## src/rtl/uart_rx.sv

```systemverilog
// 8N1 UART receiver with 2-flop input synchronizer, mid-bit sampling and
// break-safe frame-error recovery. All outputs are registered.
module uart_rx #(
  parameter int CLKS_PER_BIT = 16
) (
  input  logic       clk,
  input  logic       rst,
  input  logic       rx,
  output logic [7:0] data_out,
  output logic       data_valid,
  output logic       frame_err,
  output logic       busy,
  output logic [2:0] state,
  output logic       clk_enable
);

  localparam int BW = $clog2(CLKS_PER_BIT);
  localparam logic [BW-1:0] HALF_LAST = BW'(CLKS_PER_BIT / 2 - 1);
  localparam logic [BW-1:0] FULL_LAST = BW'(CLKS_PER_BIT - 1);

  typedef enum logic [2:0] {
    IDLE  = 3'd0,
    START = 3'd1,
    DATA  = 3'd2,
    STOP  = 3'd3,
    DONE  = 3'd4
  } state_t;

  state_t          state_reg, state_next;
  logic [BW-1:0]   baud_reg, baud_next;
  logic [2:0]      bit_reg, bit_next;
  logic [7:0]      shift_reg, shift_next;
  logic [7:0]      data_out_reg, data_out_next;
  logic            data_valid_reg, data_valid_next;
  logic            frame_err_reg, frame_err_next;
  logic            busy_reg;
  logic            clk_enable_reg;
  logic            rx_meta_reg;
  logic            rx_s;

  // Synchronizer idles high so reset never looks like a start bit.
  always_ff @(posedge clk or posedge rst) begin
    if (rst) begin
      rx_meta_reg <= 1'b1;
      rx_s        <= 1'b1;
    end else begin
      rx_meta_reg <= rx;
      rx_s        <= rx_meta_reg;
    end
  end

  always_ff @(posedge clk or posedge rst) begin
    if (rst) begin
      state_reg      <= IDLE;
      baud_reg       <= '0;
      bit_reg        <= '0;
      shift_reg      <= '0;
      data_out_reg   <= '0;
      data_valid_reg <= 1'b0;
      frame_err_reg  <= 1'b0;
      busy_reg       <= 1'b0;
      clk_enable_reg <= 1'b1;
    end else begin
      state_reg      <= state_next;
      baud_reg       <= baud_next;
      bit_reg        <= bit_next;
      shift_reg      <= shift_next;
      data_out_reg   <= data_out_next;
      data_valid_reg <= data_valid_next;
      frame_err_reg  <= frame_err_next;
      busy_reg       <= (state_next != IDLE);
      clk_enable_reg <= (state_next != IDLE);
    end
  end

  always_comb begin
    state_next      = state_reg;
    baud_next       = baud_reg;
    bit_next        = bit_reg;
    shift_next      = shift_reg;
    data_out_next   = data_out_reg;
    data_valid_next = 1'b0;
    frame_err_next  = 1'b0;
    case (state_reg)
      IDLE: begin
        if (!rx_s) begin
          state_next = START;
          baud_next  = '0;
        end
      end
      START: begin
        if (baud_reg == HALF_LAST) begin
          baud_next = '0;
          if (!rx_s) begin
            state_next = DATA;
            bit_next   = '0;
          end else begin
            state_next = IDLE;
          end
        end else begin
          baud_next = baud_reg + 1'b1;
        end
      end
      DATA: begin
        if (baud_reg == FULL_LAST) begin
          baud_next  = '0;
          shift_next = {rx_s, shift_reg[7:1]};
          bit_next   = bit_reg + 1'b1;
          if (bit_reg == 3'd7) state_next = STOP;
        end else begin
          baud_next = baud_reg + 1'b1;
        end
      end
      STOP: begin
        if (baud_reg == FULL_LAST) begin
          baud_next = '0;
          if (rx_s) begin
            data_out_next   = shift_reg;
            data_valid_next = 1'b1;
            state_next      = IDLE;
          end else begin
            frame_err_next = 1'b1;
            state_next     = DONE;
          end
        end else begin
          baud_next = baud_reg + 1'b1;
        end
      end
      // Hold off until the line returns high so a break is one error, not many.
      DONE: begin
        if (rx_s) state_next = IDLE;
      end
      default: state_next = IDLE;
    endcase
  end

  assign data_out   = data_out_reg;
  assign data_valid = data_valid_reg;
  assign frame_err  = frame_err_reg;
  assign busy       = busy_reg;
  assign state      = state_reg;
  assign clk_enable = clk_enable_reg;

endmodule

```

## config.mk

```make
export PLATFORM = sky130hd
export DESIGN_NAME = uart_rx
export DESIGN_NICKNAME = d
export VERILOG_FILES = /design/src/rtl/uart_rx.sv
export SDC_FILE = /design/constraint.sdc
export NUM_CORES = 1
export LEC_CHECK = 0
export CAP_MARGIN = 20
export CORE_MARGIN = 8
export CORE_UTILIZATION = 45
export CTS_CLUSTER_DIAMETER = 40
export DETAILED_ROUTE_END_ITERATION = 16
export PLACE_DENSITY = 0.63
export SYNTH_ARGS = -nofsm -noshare
export SYNTH_HDL_FRONTEND = slang
export SYNTH_SLANG_ARGS = --single-unit
```

## constraint.sdc

```tcl
create_clock -name clk -period 2.5 [get_ports clk]
set_input_delay 0.5 -clock clk [delete_from_list [all_inputs] [get_ports clk]]
set_output_delay 0.5 -clock clk [all_outputs]
set_load 0.01 [all_outputs]
```

---- Word level (Yosys, flattened, before mapping) ----
Cells that the tools add are included.
operators by class
  reductions and logical operators ........ 9
  $add $sub $neg .......................... 2
  equal/unequal tests ..................... 11
  multiplexer cells ....................... 23
operators with widths
  operator                                                                count
  3-bit two-way mux                                                       10
  3-bit case mux with 5 select lines                                      1
  4-bit two-way mux                                                       3
  4-bit case mux with 3 select lines                                      1
  2-bit != test (second input constant)                                   4
  3-bit by 2-bit equality test with 1-bit output (second input constant)  2
  3-bit equality test (second input constant)                             2
  1-bit two-way mux                                                       6
  3-bit case mux with 2 select lines                                      1
  3-bit nonzero test                                                      2
  4-bit by 1-bit adder with 4-bit output (second input constant)          1
  4-bit by 3-bit equality test with 1-bit output (second input constant)  1
  4-bit equality test (second input constant)                             1
  2-bit AND reduction                                                     2
  4-bit AND reduction                                                     1
  3-bit by 1-bit adder with 3-bit output (second input constant)          1
  3-bit by 1-bit equality test with 1-bit output (second input constant)  1
  3-bit logical NOT                                                       1
  3-bit AND reduction                                                     1
  2-bit two-way mux                                                       1
  2-bit nonzero test                                                      1
  2-bit OR reduction                                                      1
storage, ports and cells
  word-level logic and storage cells ...... 56
  output and inout bits ................... 15
  input port bits ......................... 3
  flip-flop bits (word level) ............. 32

---- Longest topological paths before layout ----
  depth in word-level cells ............... 5
  gate-level depth with buffers ........... 6
  gate-level depth less buffers ........... 5

---- Worst setup path after synthesis ----
Ideal clock, no wire load.
  path type ............................... reg-to-reg
  start ................................... register state_reg[2], in the netlist state[2]
  end ..................................... register data_out_reg[0], in the netlist data_out[0]
  stages on the path, launching flop included .. 7
  data required time ...................... 2.375 ns
  path buffers ............................ 2
  library setup time ...................... 0.125 ns
  period minus slack after synthesis ...... 1.666 ns
  arrival ................................. 1.541 ns
  setup slack ............................. 0.834 ns
  cells stage by stage .................... dfrtp_1 -> buf_6 -> and3b_1 -> nand4_1 -> or2_1 -> buf_6 -> mux2_4
between the ends
  longest elaborated chain between the ends .. 2
RTL lines
  item                                            line  RTL
  from (decl)                                     29    state_t state_reg, state_next;
  from (signal assigned)                          64    state_reg <= state_next;
  3-bit by 2-bit equality test with 1-bit output  84    case (state_reg)
  3-bit AND reduction (no source line)            n/a
  to (signal assigned)                            68    data_out_reg <= data_out_next;
  to (decl)                                       33    logic [7:0] data_out_reg, data_out_next;
Every way passes these cells.
A chain may end at the register's enable or synchronous reset.

---- Worst setup path after layout ----
  start ................................... register state_reg[2], in the netlist state[2]
  end ..................................... output port state[2]
RTL lines
  item       line  RTL
  to (decl)  13    output logic [2:0] state,
No word-level cell between the ends.

==> results.rst <==
.. list-table::
   :header-rows: 1

   * - Metric
     - Value
   * - Net switching component of the power
     - 0.393 mW
   * - CP endpoint kind
     - output port
   * - Number of synthesized flops with an enable pin
     - 0
   * - Max VDD drop
     - 359 uV
   * - Worst Path Class, Setup
     - reg2out
   * - Final-stage net count
     - 130
   * - First-pass GRT wire length
     - 3.80 mm
   * - Starting utilization of the core area
     - 46.2%
   * - Final RePlAce weighted congestion
     - 0.784
   * - Leak pwr
     - 0.801 nW
   * - Setup repair after global routing missed its margin
     - no
   * - Final setup TNS
     - 0 ns
   * - Commonest cells in the synthesized netlist
     - dfrtp_1 (29), mux2_2 (9), mux2_4 (8)
   * - Hold Crit Depth
     - 0
   * - Async set-or-reset flop fraction in the synthesized netlist
     - 100%
   * - DRC violation total after the first TritonRoute iteration
     - 18
   * - Worst-Margin Slew
     - 0.516 ns
   * - Clock skew
     - 0.00446 ns
   * - Antenna violations before repair
     - 0
   * - Clock-pin slew of the registers on the worst-case setup and hold paths
     - 0.09 ns
   * - Area delta synth->final
     - 17.6%
   * - Internal power component
     - 0.965 mW
   * - Main synth FF type
     - dfrtp_1
   * - Max_cap viols
     - 0
   * - Remaining antenna violation count after routing
     - 0
   * - Worst slew margin relative to its limit
     - 65.6%
   * - # IOs
     - 18
   * - HPWL after DPL
     - 1.53 mm
   * - Ant diodes
     - 0
   * - Final cell utilization of the core
     - 54.3%
   * - Synth cell types
     - 31
   * - Post-Place Cell Area
     - 1560 um^2
   * - Number of H-tree levels
     - 2
   * - Sequential group share of total power
     - 50.2%
   * - Type of element launching the critical path
     - flop
   * - Seq. cell area
     - 805 um^2
   * - Die Span X
     - 71.5 um
   * - Post-synthesis instance area
     - 1390 um^2
   * - Via count of the first global-routing pass
     - 856
   * - Crit path setup slack, layout
     - 0.553 ns
   * - Time the worst path needs with I/O delays and setup
     - 1.95 ns
   * - Endpoint of the worst hold-timing path
     - rx_s
   * - Final Power
     - 1.36 mW
   * - Combinational cell fraction of total power
     - 22.4%
   * - Vias after detailed routing
     - 825
   * - Share of total power consumed by net switching
     - 28.9%
   * - Final Cycle Share
     - 77.9%
   * - Hold Vio Cnt, Final
     - 0
   * - Sequential element share of the synthesized area
     - 58.0%
   * - Req. time, crit path
     - 2.00 ns
   * - Bufs and invs on worst path
     - 1
   * - Area of all placed cells without fillers
     - 1630 um^2
   * - Run status
     - finished, final reports clean
   * - Cts hold-fix bufs
     - 0
   * - Inserted Clock Buffers
     - 5
   * - Sum of routed wire length over all layers
     - 2.18 mm
   * - Insertion delay to the later sink of the worst-skew pair
     - 0.32 ns
   * - Dpl ws
     - 0.639 ns
   * - Kind of cell adding the most delay to the critical path
     - buffers and inverters
   * - Total routing usage reported by global routing
     - 9.58%
   * - Peak Freq
     - 514 MHz
   * - Synth Instances
     - 103
   * - Library cell with the highest instance count after synthesis
     - dfrtp_1
   * - Worst hold-check path type
     - reg2reg
   * - Total of flip-flops plus latches after synthesis
     - 32
   * - Highest-delay cell along the critical path
     - clkdlybuf4s50_1
   * - Register-to-register setup slack
     - 0.64 ns
   * - Cell types with the largest area share after synthesis
     - dfrtp_1 (52%), mux2_4 (8.7%), mux2_2 (7.3%), dfstp_2 (5.7%), ha_1 (2.7%)
   * - Pin count of the biggest net entering global routing
     - 33
   * - Maximum clock path buffer count
     - 2
   * - Number of placement rows
     - 20
   * - Number of endpoints failing setup at the final stage
     - 0
   * - FF-to-FF Start
     - baud_reg[0]
   * - Worst Path Arrival
     - 1.45 ns
   * - Clock share of power
     - 27.4%
   * - P per Cell Area
     - 832 nW/um^2
   * - Share of layout cells above drive strength 1
     - 25.6%
   * - Sum of overflow across all layers after global routing
     - 0
   * - Total of warnings raised by yosys
     - 0
   * - Post-synth net total
     - 109
   * - Worst hold start
     - rx_meta_reg
   * - Number of I/O port buffers
     - 17
   * - Layout fillers
     - 265
   * - TritonCTS clock tree
     - yes
   * - Largest stage delay, worst path
     - 0.60 ns
   * - Core Footprint
     - 3000 um^2
   * - Syn_area_per_cell
     - 13.5 um^2
   * - Cells along the critical path
     - clkdlybuf4s50_1
   * - Root Buffer Master
     - clkbuf_4
   * - Cell depth of the worst flop-to-flop path
     - 5
   * - Gates resized, CTS repair
     - 0
   * - Area occupied by multi-input gates
     - 502 um^2
   * - DRC viols
     - 0
   * - Wire length per cell
     - 13.8 um
   * - First-pass DRT Iterations
     - 4
   * - Synth area leader
     - dfrtp_1
   * - Height of the die
     - 71.5 um
   * - Number of buffers added for setup after CTS
     - 0
   * - Capturing point of the worst reg2reg path
     - data_out[3]
   * - Sink count of the clock tree
     - 32
   * - Number of max-slew violations in the final report
     - 0
   * - Ratio of routed vias to standard cells
     - 5.22
   * - Top-area cell type share of the netlist area
     - 52.3%
   * - Floorplan die area
     - 5120 um^2
   * - Crit Path Max Fanout
     - 10
[cells in the final DEF, fill, tap and decap left out]
cell type,count
a22o_1,2
and3_1,2
and2_1,1
or2_1,1
o21a_1,1
xnor2_1,1
a311oi_1,1
clkdlybuf4s50_1,17
dfrtp_1,29
bufinv_16,1
clkbuf_4,5
mux2_2,9
inv_1,6
or3_1,1
a21oi_1,3
nor4_2,1
nand4_1,1
mux2_4,8
clkbuf_1,1
a221o_1,1
nor3_1,1
clkinv_2,1
a211oi_1,2
a21o_2,1
a31oi_1,1
dfstp_2,3
buf_4,2
nand2_1,6
o21ai_0,5
a31o_2,1
nor2_1,5
nand2b_1,1
and3b_1,1
ha_1,3
[stage by stage]
stage               hold WS [ns]  cells
finish                     0.361    158
CTS                        0.363    158
detailed placement         0.349    150
floorplan                  0.345    103
global placement           0.348    150
global route               0.369    158
[layout make-up]
cell class	count	share of cell area, %
well taps	33	2.53
flip-flops and latches	32	49.3
clock buffers	6	2.53
multi-input cells	60	30.8
clock inverters	2	2.15
inverters	6	1.38
repair buffers	19	11.3
[kinds of logic after synthesis]
| logic type | count (synthesis) | synth area share (%) |
|---|---|---|
| AOI/OAI and AO/OA | 18 | 8.84 |
| adders and majority gates | 3 | 2.71 |
| DFF | 32 | 58.0 |
| and+or+nand+nor | 21 | 8.03 |
| xor gates and xnor gates | 1 | 0.631 |
| buffers and inverters | 11 | 5.86 |
| muxes | 17 | 16.0 |
[metal layers]
layer	part of all wire, %	track usage (%)	vias to the layer above
met3	7.4	4.60	4
li1	-	-	405
met4	1.4	6.12	0
met5	0	0	-
met1	47	10.7	395
met2	44	14.3	21
[how the worst max path moves through the flow]
stage	to	from	cells past startpoint
2_1_floorplan	data_out[0]	state[2]	6
3_3_place_gp	data_out[0]	baud_reg[0]	5
3_5_place_dp	data_out[5]	baud_reg[0]	5
4_1_cts	state[2]	state[2]	1
5_1_grt	state[2]	state[2]	1
6_report	state[2]	state[2]	1
[power groups by stage]
stage | clock network [mW] | logic (mW) | registers (mW)
6_report | 0.372 | 0.304 | 0.681
5_1_grt | 0.412 | 0.345 | 0.690
4_1_cts | 0.388 | 0.311 | 0.679
3_5_place_dp | 0 | 0.309 | 0.689
3_3_place_gp | 0 | 0.299 | 0.687
2_1_floorplan | 0 | 0.243 | 0.675
(Power assumes the default switching activity.)
